===== config.mk =====
export PLATFORM = sky130hd
export DESIGN_NAME = vga_text_vram_sequencer
export DESIGN_NICKNAME = d
export VERILOG_FILES = /design/src/rtl/vga_text_vram_sequencer.sv
export SDC_FILE = /design/constraint.sdc
export NUM_CORES = 1
export LEC_CHECK = 0
export ABC_AREA = 1
export CAP_MARGIN = 25
export CORE_ASPECT_RATIO = 1.5
export CORE_MARGIN = 1
export CORE_UTILIZATION = 48
export CTS_CLUSTER_SIZE = 12
export DETAILED_ROUTE_END_ITERATION = 8
export GPL_ROUTABILITY_DRIVEN = 0
export GPL_TIMING_DRIVEN = 1
export PLACE_DENSITY_LB_ADDON = 0.12
export RECOVER_POWER = 100
export SYNTH_ARGS = -nofsm -noshare
export SYNTH_HDL_FRONTEND = slang
export SYNTH_SLANG_ARGS = --single-unit
export TNS_END_PERCENT = 10

===== constraint.sdc =====
create_clock -name CLK -period 3 [get_ports CLK]
set_input_delay 0.75 -clock CLK [delete_from_list [all_inputs] [get_ports CLK]]
set_output_delay 0.75 -clock CLK [all_outputs]
set_load 0.01 [all_outputs]

===== src/rtl/vga_text_vram_sequencer.sv =====
// Text-mode VRAM sequencer: arbitrates the single-port 600-word text VRAM
// between the VGA character fetch, the CPU port and an internal bulk engine
// that clears, fills or scrolls the whole screen on one command.
//
// Handshakes:
//   - Command port: a command is taken on a cycle where CMD_VALID & CMD_READY.
//     CMD_READY is high only while the engine is idle. A CMD_VALID seen while
//     busy is dropped, not queued.
//   - VGA / CPU ports: the requester raises REQ with stable fields and holds
//     them until it sees ACK for one cycle. ACK (and RDATA for reads) arrives
//     exactly one cycle after the grant.
module vga_text_vram_sequencer #(
    parameter int WORDS_PER_ROW = 20,
    parameter int NUM_ROWS      = 30,
    parameter int ADDR_W        = 10
) (
    input  logic              CLK,
    input  logic              RESET_N,
    input  logic              CMD_VALID,
    output logic              CMD_READY,
    input  logic [1:0]        CMD_OP,
    input  logic [7:0]        CMD_FILL,
    output logic              BUSY,
    output logic              DONE,
    input  logic              VGA_REQ,
    input  logic [ADDR_W-1:0] VGA_ADDR,
    output logic              VGA_ACK,
    output logic [31:0]       VGA_RDATA,
    input  logic              CPU_REQ,
    input  logic              CPU_WE,
    input  logic [ADDR_W-1:0] CPU_ADDR,
    input  logic [3:0]        CPU_BE,
    input  logic [31:0]       CPU_WDATA,
    output logic              CPU_ACK,
    output logic [31:0]       CPU_RDATA,
    output logic [ADDR_W-1:0] RAM_ADDR,
    output logic              RAM_WE,
    output logic [3:0]        RAM_BE,
    output logic [31:0]       RAM_WDATA,
    input  logic [31:0]       RAM_RDATA
);

    localparam int TOTAL_WORDS = WORDS_PER_ROW * NUM_ROWS;
    localparam logic [ADDR_W-1:0] LAST_ADDR  = ADDR_W'(TOTAL_WORDS - 1);
    localparam logic [ADDR_W-1:0] SCROLL_END = ADDR_W'(TOTAL_WORDS - WORDS_PER_ROW);
    localparam logic [ADDR_W-1:0] ROW_STEP   = ADDR_W'(WORDS_PER_ROW);

    typedef enum logic [2:0] {
        ST_IDLE     = 3'd0,
        ST_CLR      = 3'd1,
        ST_SCR_RD   = 3'd2,
        ST_SCR_WR   = 3'd3,
        ST_SCR_FILL = 3'd4,
        ST_FIN      = 3'd5
    } state_t;

    state_t            state_q, state_d;
    logic [ADDR_W-1:0] ptr_q, ptr_d;
    logic [31:0]       fill_q, fill_d;
    logic [31:0]       hold_q, hold_d;
    logic              rd_pend_q, rd_pend_d;
    logic              vga_pend_q, vga_pend_d;
    logic              cpu_pend_q, cpu_pend_d;
    logic              vga_ack_q, vga_ack_d;
    logic              cpu_ack_q, cpu_ack_d;
    logic [31:0]       vga_rdata_q, vga_rdata_d;
    logic [31:0]       cpu_rdata_q, cpu_rdata_d;

    logic              gnt_vga, gnt_cpu, gnt_eng;
    logic              eng_req, eng_we;
    logic [ADDR_W-1:0] eng_addr, ptr_inc;
    logic [31:0]       eng_wdata, hold_data;

    // Fixed-priority arbiter (VGA > CPU > engine), at most one grant per cycle.
    always_comb begin
        eng_req = (state_q == ST_CLR) || (state_q == ST_SCR_RD) ||
                  (state_q == ST_SCR_WR) || (state_q == ST_SCR_FILL);
        gnt_vga = VGA_REQ && !vga_pend_q;
        gnt_cpu = CPU_REQ && !cpu_pend_q && !gnt_vga;
        gnt_eng = eng_req && !gnt_vga && !gnt_cpu;
    end

    // Engine access fields; the scroll write uses the read data live in the
    // cycle it returns, otherwise the copy parked in the hold register.
    always_comb begin
        hold_data = rd_pend_q ? RAM_RDATA : hold_q;
        eng_we    = (state_q != ST_SCR_RD);
        eng_addr  = (state_q == ST_SCR_RD) ? (ptr_q + ROW_STEP) : ptr_q;
        eng_wdata = (state_q == ST_SCR_WR) ? hold_data : fill_q;
        ptr_inc   = ptr_q + 1'b1;
    end

    // RAM port mux: the granted requester drives the RAM in its grant cycle.
    always_comb begin
        RAM_ADDR  = '0;
        RAM_WE    = 1'b0;
        RAM_BE    = 4'b0000;
        RAM_WDATA = '0;
        if (gnt_vga) begin
            RAM_ADDR = VGA_ADDR;
        end else if (gnt_cpu) begin
            RAM_ADDR  = CPU_ADDR;
            RAM_WE    = CPU_WE;
            RAM_BE    = CPU_WE ? CPU_BE : 4'b0000;
            RAM_WDATA = CPU_WDATA;
        end else if (gnt_eng) begin
            RAM_ADDR  = eng_addr;
            RAM_WE    = eng_we;
            RAM_BE    = eng_we ? 4'b1111 : 4'b0000;
            RAM_WDATA = eng_wdata;
        end
    end

    // Engine next-state and pointer; a step only advances when it was granted.
    always_comb begin
        state_d = state_q;
        ptr_d   = ptr_q;
        fill_d  = fill_q;
        case (state_q)
            ST_IDLE: begin
                if (CMD_VALID) begin
                    ptr_d  = '0;
                    fill_d = {4{CMD_FILL}};
                    case (CMD_OP)
                        2'b00: begin
                            state_d = ST_CLR;
                            fill_d  = '0;
                        end
                        2'b01:   state_d = ST_SCR_RD;
                        2'b10:   state_d = ST_CLR;
                        default: state_d = ST_FIN;
                    endcase
                end
            end
            ST_CLR, ST_SCR_FILL: begin
                if (gnt_eng) begin
                    if (ptr_q == LAST_ADDR) begin
                        state_d = ST_FIN;
                    end else begin
                        ptr_d = ptr_inc;
                    end
                end
            end
            ST_SCR_RD: begin
                if (gnt_eng) begin
                    state_d = ST_SCR_WR;
                end
            end
            ST_SCR_WR: begin
                if (gnt_eng) begin
                    ptr_d   = ptr_inc;
                    state_d = (ptr_inc < SCROLL_END) ? ST_SCR_RD : ST_SCR_FILL;
                end
            end
            ST_FIN:  state_d = ST_IDLE;
            default: state_d = ST_IDLE;
        endcase
    end

    // Acknowledge, pending and read-data bookkeeping for all requesters.
    always_comb begin
        hold_d      = hold_data;
        rd_pend_d   = gnt_eng && (state_q == ST_SCR_RD);
        vga_ack_d   = gnt_vga;
        cpu_ack_d   = gnt_cpu;
        // Pending covers the grant's ACK cycle, limiting each port to one
        // access every two cycles.
        vga_pend_d  = gnt_vga || (vga_pend_q && !vga_ack_q);
        cpu_pend_d  = gnt_cpu || (cpu_pend_q && !cpu_ack_q);
        vga_rdata_d = vga_ack_q ? RAM_RDATA : vga_rdata_q;
        cpu_rdata_d = cpu_ack_q ? RAM_RDATA : cpu_rdata_q;
    end

    // Outputs derived from state and the registered acknowledge path.
    always_comb begin
        BUSY      = (state_q != ST_IDLE);
        CMD_READY = (state_q == ST_IDLE);
        DONE      = (state_q == ST_FIN);
        VGA_ACK   = vga_ack_q;
        CPU_ACK   = cpu_ack_q;
        VGA_RDATA = vga_rdata_d;
        CPU_RDATA = cpu_rdata_d;
    end

    // State register; reset aborts any engine operation immediately.
    always_ff @(posedge CLK or negedge RESET_N) begin
        if (!RESET_N) begin
            state_q     <= ST_IDLE;
            ptr_q       <= '0;
            fill_q      <= '0;
            hold_q      <= '0;
            rd_pend_q   <= 1'b0;
            vga_pend_q  <= 1'b0;
            cpu_pend_q  <= 1'b0;
            vga_ack_q   <= 1'b0;
            cpu_ack_q   <= 1'b0;
            vga_rdata_q <= '0;
            cpu_rdata_q <= '0;
        end else begin
            state_q     <= state_d;
            ptr_q       <= ptr_d;
            fill_q      <= fill_d;
            hold_q      <= hold_d;
            rd_pend_q   <= rd_pend_d;
            vga_pend_q  <= vga_pend_d;
            cpu_pend_q  <= cpu_pend_d;
            vga_ack_q   <= vga_ack_d;
            cpu_ack_q   <= cpu_ack_d;
            vga_rdata_q <= vga_rdata_d;
            cpu_rdata_q <= cpu_rdata_d;
        end
    end

endmodule


==> summary.md, run 1 <==
| Metric | Value |
|---|---|
| Mapped Area | `5969 um^2` |
| Worst R2R Setup Slack | `1.06 ns` |
| Remaining Overflow, GRT | `0` |
| WL final | `17960 um` |
| Post-synth EDFFs | `0` |
| Syn. warnings | `0` |
| Worst-path fanout max | `16` |
| Worst Path Required | `2.25 ns` |
| Worst IR Drop VDD | `0.6839 mV` |
| Initial antenna violation count | `0` |
| Hpwl dp | `13510 um` |
| DR WL/cell | `17.78 um` |
| RSZ-0062 raised after global routing | `true` |
| Netlist cell types | `31` |
| Initial drt markers | `287` |
| Nets | `951` |
| Largest cells by area after synthesis | `dfrtp_1 51%, mux2_2 16%, nand2_1 10%` |
| Post-route ant nets | `0` |
| Critical path startpoint category | `primary input` |
| Top FF cell, synth | `dfrtp_1` |
| Die area | `12900 um^2` |
| Hold EP | `vga_rdata_q[18]` |
| Initial Util | `0.4943` |
| Commonest non-fill, non-tap cells in the layout | `160 x nand2_1, 139 x clkdlybuf4s50_1, 121 x dfrtp_1` |
| Net count after synthesis | `698` |
| Inserted Clock Buffers | `17` |
| Share of the yosys chip area belonging to registers | `0.5114` |
| Crit path DAT | `2.39 ns` |
| Met1 Usage GRT | `0.3109` |
| R2r endpoint | `ptr_q[1]` |
| P per Cell Area | `756.2 nW/um^2` |
| Failing checks | `negative setup slack` |
| Highest Clock Rate | `0.3183 GHz` |
| Min-delay src | `vga_rdata_q[18]` |
| Area Overhead vs Synth | `55.23%` |
| Clk root buf | `clkbuf_16` |
| Worst slack, placed | `-0.2929 ns` |
| Global-route wire length before repair | `28260 um` |
| Leading cell type in the layout, fill and taps excluded | `nand2_1` |
| Die H | `138.6 um` |
| Clock latency on the worst-skew pair | `0.41 ns` |
| Core box area | `12080 um^2` |
| Top-area cell type share of the netlist area | `0.5114` |
| Clock tree buffer depth | `2` |
| Hold depth | `1` |
| Synth area leader | `dfrtp_1` |
| Fin crit share | `1.047` |
| Yosys reg bits | `122` |
| DR DRC count | `0` |
| Leakage | `0.004824 uW` |
| Reg2Reg Depth | `11` |
| Worst Tran Pin Value | `1.216 ns` |
| Depth of the CTS H-tree | `4` |
| Setup violations, final | `23` |
| Hold WS | `0.4796 ns` |
| CTS Sinks | `122` |
| Number of global-route vias before repair | `5689` |
| Max cap viols | `0` |
| Overall routing resource usage | `0.2877` |
| Slew HR | `0.1897` |
| Outcome | `finished, violations left` |
| Kind of critical path | `primary input to output pin` |
| Row cnt | `49` |
| Port Buffers | `219` |
| Met2 Usage GRT | `0.5193` |
| Pre-antenna DRT Iters | `5` |
| Largest net degree at the start of global routing | `52` |
| Cells after Synth | `591` |
| Final Hold Fails | `0` |
| Proportion of layout cells with a drive suffix above 1 | `0.1867` |
| Met3 usage | `0.06140` |
| TritonCTS clock tree | `built` |
| Final Slew Violations | `0` |
| Num ports | `220` |
| Synthesized area per cell | `10.10 um^2` |
| Post-synth ARST share | `1.000` |
| Critical Path End Type | `output pin` |
| Hold Path Class | `flip-flop to flip-flop` |
| GR peak layer | `met2` |
| FF-to-FF Start | `state_q[0]` |
| Via count | `5478` |
| Final worst slack | `-0.1415 ns` |
| Via-to-Cell Ratio | `5.424` |
| Final Critical Period | `3.141 ns` |
| Die X | `93.06 um` |
| Inserted Diodes | `0` |
| Setup Skew | `0.007326 ns` |
| Clock-pin transition on the worst setup and hold timing paths | `0.05 ns` |
worst max-delay path by stage:
stage,slack (ns),startpoint,depth (start not counted),endpoint
2_1_floorplan,0.47,VGA_REQ,9,RAM_BE[0]
3_5_place_dp,-0.29,VGA_REQ,11,RAM_BE[2]
5_1_grt,-0.22,state_q[0],8,RAM_WDATA[13]
6_report,-0.14,CPU_REQ,7,RAM_WDATA[13]
4_1_cts,-0.23,VGA_REQ,8,RAM_ADDR[4]
3_3_place_gp,-0.21,CPU_REQ,7,RAM_WDATA[16]
flip-flops by register name (all words and copies together), names as in the netlist:
name and flops:
VGA_ACK 1, cpu_rdata_q 32, CPU_ACK 1, vga_rdata_q 32, rd_pend_q 1, ptr_q 10
vga_pend_q 1, state_q 3, fill_q 8, cpu_pend_q 1, hold_q 32
metrics by stage:
step	power (uW)	util	setup TNS (ns)	area [um^2]	instances
2_1_floorplan	3654	-	0	5969	591
3_3_place_gp	4927	0.7119	-8.089	8598	976
3_5_place_dp	5015	0.7119	-9.605	8598	976
4_1_cts	7060	0.7639	-2.795	9226	1008
5_1_grt	7353	0.7672	-2.176	9266	1010
6_report	7007	0.7672	-0.7986	9266	1010
per-layer routing:
metal	wire (um)	part of all wire
met1	6288	0.35
met4	828	0.046
met5	0	0
met2	9863	0.55
met3	976	0.054
cells in the mapped netlist, types with 2 or more instances:
master and n:
nor2_1 15, nand4_1 4, mux2_1 11, a21o_1 10, clkbuf_1 18, dfrtp_1 122
ha_1 3, o21ai_2 12, buf_4 3, nor3_1 4, nand3_1 27, nor2_2 3
o21ai_0 13, a22o_1 22, o21ai_1 5, inv_2 5, mux2_2 85, xor2_1 5
a21oi_1 12, o211ai_1 4, buf_2 8, nand2_2 2, inv_1 27, nand2_1 164
cell type report:
cell class,count,area (um^2)
fill,805,2811
clock buffer,19,432.9
multi-input combinational,407,2723
clock inverter,13,193.9
sequential,122,3054
inverter,33,126.4
tap,153,191.4
timing repair buffer,263,2545
repair_timing:
| action | 4_1_cts | 5_1_grt |
|---|---|---|
| cloned | 0 | 0 |
| buffers inserted | 0 | 2 |
| pin swaps | 2 | 3 |
| hold buffers | 0 | 0 |
| resized for setup | 46 | 30 |
| endpoints found under the setup margin | 47 | 39 |
kinds of logic after synthesis:
family | count (synthesis) | share of synthesized area
adders and majority gates | 3 | 0.006289
DFF | 122 | 0.5114
muxes | 96 | 0.1811
and+or+nand+nor | 222 | 0.1541
AOI/OAI and AO/OA | 80 | 0.09537
buffers and inverters | 62 | 0.04297
xor gates and xnor gates | 6 | 0.008803
critical path, stage by stage:
cell and delay, ns:
clkdlybuf4s50_1 0.43, nand2_2 0.13, nand3_4 0.11, buf_12 0.18
a21oi_1 0.15, a21o_1 0.10, clkdlybuf4s50_1 0.53
where the power goes:
| group | internal (uW) | switching (uW) |
|---|---|---|
| logic | 1210 | 1580 |
| registers | 1940 | 121 |
| clock network | 1400 | 757 |
| total | 4550 | 2460 |
Power figures use the tool's default switching activity.
==> inputs of run 2 (changes only) <==
Settings changed: CORE_UTILIZATION 48 to 41.
Clock period 3 ns to 2.6 ns, I/O delays scaled along.
==> run 2 against run 1 <==
  * The flow finishes with violations (max-capacitance violations, max-slew violations, negative setup slack)
  * Sequential power increased by 16%
  * Clock power increased by 8%
  * Non-clock buffer count increased by 19
  * Critical endpoint is now RAM_WDATA[28]
  * Largest cell class unchanged
  * Highest routed layer unchanged
==> summary.md, run 2 (synthesis results as in run 1) <==
| Metric | Value |
|---|---|
| FF-to-FF Start | `state_q[2]` |
| P per Cell Area | `870.1 nW/um^2 (+15%)` |
| Reg2Reg Depth | `11 (unchanged)` |
| Final worst slack | `-0.1139 ns (+0.02761 ns)` |
| Die X | `100.5 um (+8.0%)` |
| Setup Skew | `0.008642 ns (+0.001316 ns)` |
| RSZ-0062 raised after global routing | `true` |
| Placed Instance Area | `8761 um^2 (+1.9%)` |
| Area Overhead vs Synth | `57.22%` |
| Fillers | `1228 (+53%)` |
| Clock latency on the worst-skew pair | `0.41 ns (about the same)` |
| Worst IR Drop VDD | `0.7358 mV (+7.6%)` |
| Highest Clock Rate | `0.3685 GHz` |
| Crit path DAT | `2.06 ns (-0.33 ns)` |
| Worst Path Required | `1.95 ns (-0.30 ns)` |
| Outcome | `finished, violations left` |
| Critical Path End Type | `output pin` |
| Via-to-Cell Ratio | `5.097 (-6.0%)` |
| Global-route wire length before repair | `29660 um (+4.9%)` |
| Initial Util | `0.4226 (-0.07163)` |
| Core box area | `14120 um^2 (+17%)` |
| Slew HR | `-0.1188 (-0.3084)` |
| Hold Path Class | `flip-flop to flip-flop` |
| Core Util, Final | `0.6645 (-0.1028)` |
| # hold bufs at CTS | `0 (unchanged)` |
| Critical path startpoint category | `primary input` |
| Overall routing resource usage | `0.2631 (-0.02465)` |
| Remaining Overflow, GRT | `0 (unchanged)` |
| Final Slew Violations | `123 (+123)` |
| Initial antenna violation count | `0 (unchanged)` |
| Post-route ant nets | `0 (unchanged)` |
| Final Hold Fails | `0 (unchanged)` |
| Row cnt | `53 (+8.2%)` |
| DR WL/cell | `17.71 um (-0.37%)` |
| Leading cell type in the layout, fill and taps excluded | `nand2_1` |
| Inserted Clock Buffers | `17 (unchanged)` |
| TritonCTS clock tree | `built` |
| Max cap viols | `1 (+1)` |
| Fin area | `9385 um^2 (+1.3%)` |
| CTS Sinks | `122 (unchanged)` |
| Nets | `970 (+2.0%)` |
| Worst Setup SP | `RAM_RDATA[28]` |
| Setup violations, final | `36 (+57%)` |
| Clk root buf | `clkbuf_16` |
| Largest net degree at the start of global routing | `123 (+140%)` |
| Top Registers | `cpu_rdata_q: 32 flops, hold_q: 32 flops, vga_rdata_q: 32 flops` |
| Total negative slack | `-1.445 ns (-0.6461 ns)` |
| Die area | `15060 um^2 (+17%)` |
| WL final | `18920 um (+5.4%)` |
| Inserted Diodes | `0 (unchanged)` |
| Min-delay src | `hold_q[11]` |
| Clock tree buffer depth | `2 (unchanged)` |
| Hpwl dp | `13430 um (-0.54%)` |
| Num ports | `220 (unchanged)` |
| Number of global-route vias before repair | `5702 (+0.23%)` |
| Initial drt markers | `183 (-36%)` |
| Port Buffers | `219 (unchanged)` |
| Fin crit share | `1.044` |
| Failing checks | `max-capacitance violations, max-slew violations, negative setup slack` |
| Worst-path fanout max | `2 (-14)` |
| Final Critical Period | `2.714 ns` |
| Die H | `149.8 um (+8.1%)` |
| Leakage | `0.004968 uW (+3.0%)` |
| Worst Tran Pin Value | `1.678 ns (+0.4627 ns)` |
| Clock-pin transition on the worst setup and hold timing paths | `0.05 ns (about the same)` |
| DR DRC count | `0 (unchanged)` |
| Proportion of layout cells with a drive suffix above 1 | `0.2831 (+0.09641)` |
| Commonest non-fill, non-tap cells in the layout | `153 x nand2_1, 120 x dfrtp_1, 85 x clkdlybuf4s50_1` |
| Pre-antenna DRT Iters | `4 (-1)` |
| Hold depth | `1 (unchanged)` |
| Kind of critical path | `primary input to output pin` |
| Via count | `5444 (-0.62%)` |
| Depth of the CTS H-tree | `4 (unchanged)` |
## run 2: cell types whose count changed in the layout (fill, tap and decap cells not counted), moves of 12 or more
cell	before	now
clkdlybuf4s50_1	139	85
dlygate4sd3_1	33	19
dlygate4sd2_1	28	65
mux2_2	38	51
buf_2	0	43
mux2_1	58	45
dlymetal6s2s_1	14	2
## run 2: stage by stage
| step | cells | setup WS, ns | hold slack (ns) | total power [uW] |
|---|---|---|---|---|
| after floorplan | 591 | 0.2726 | 0.3544 | 4216 |
| after global placement | 1025 | -0.4276 | 0.4652 | 5784 |
| after detailed placement | 1025 | -0.4752 | 0.4726 | 5876 |
| after CTS | 1066 | -0.09644 | 0.3498 | 8155 |
| after global routing | 1068 | -0.1578 | 0.4980 | 8619 |
| final | 1068 | -0.1139 | 0.4820 | 8166 |
## run 2: path summary, 6_finish.rpt
kind / to / slack (ns)
max in group asynchronous: ptr_q[3] / 0.64
min reg2reg: hold_q[11] / 0.48
max: RAM_WDATA[28] / -0.11
min in group asynchronous: cpu_rdata_q[19] / 0.79
min: hold_q[11] / 0.48
max reg2reg: ptr_q[5] / 0.60
## run 2: where the power goes
group / internal [uW] / switching (uW) / total (uW)
sequential: 2240 / 145 / 2390
clock: 1440 / 890 / 2330
combinational: 1470 / 1980 / 3450
## run 2: area by class of cell
class / count / area, um^2 / area share
Clock buffer: 19 / 442.9 / 0.04719
Clock inverter: 13 / 146.4 / 0.01560
Inverter: 33 / 133.9 / 0.01426
Multi-Input combinational cell: 407 / 2844 / 0.3030
Sequential cell: 122 / 3055 / 0.3256
Tap cell: 192 / 240.2 / 0.02560
Timing Repair Buffer: 282 / 2522 / 0.2688
## run 2: layer usage
metal  global-route usage  wire, um  vias to the layer above
li1                     -         -                     2547
met1               0.2938      7180                     2667
met2               0.4719     10150                      193
met3              0.05278       957                       37
met4               0.1290       631                        0
met5                    0         0                        -
## run 2: what timing repair did
item                                    in CTS  in global routing
resized for setup                          299                 20
buffers inserted                             7                  2
endpoints found under the setup margin     111                 47
endpoints found under the hold margin        0                  0
cloned                                       3                  0
pin swaps                                    9                 13
## run 2: critical path, stage by stage
cell and delay (ns):
dlygate4sd3_1 0.58, mux2_1 0.35, nand2_1 0.09, nand2_1 0.07
a22o_1 0.19, buf_2 0.14
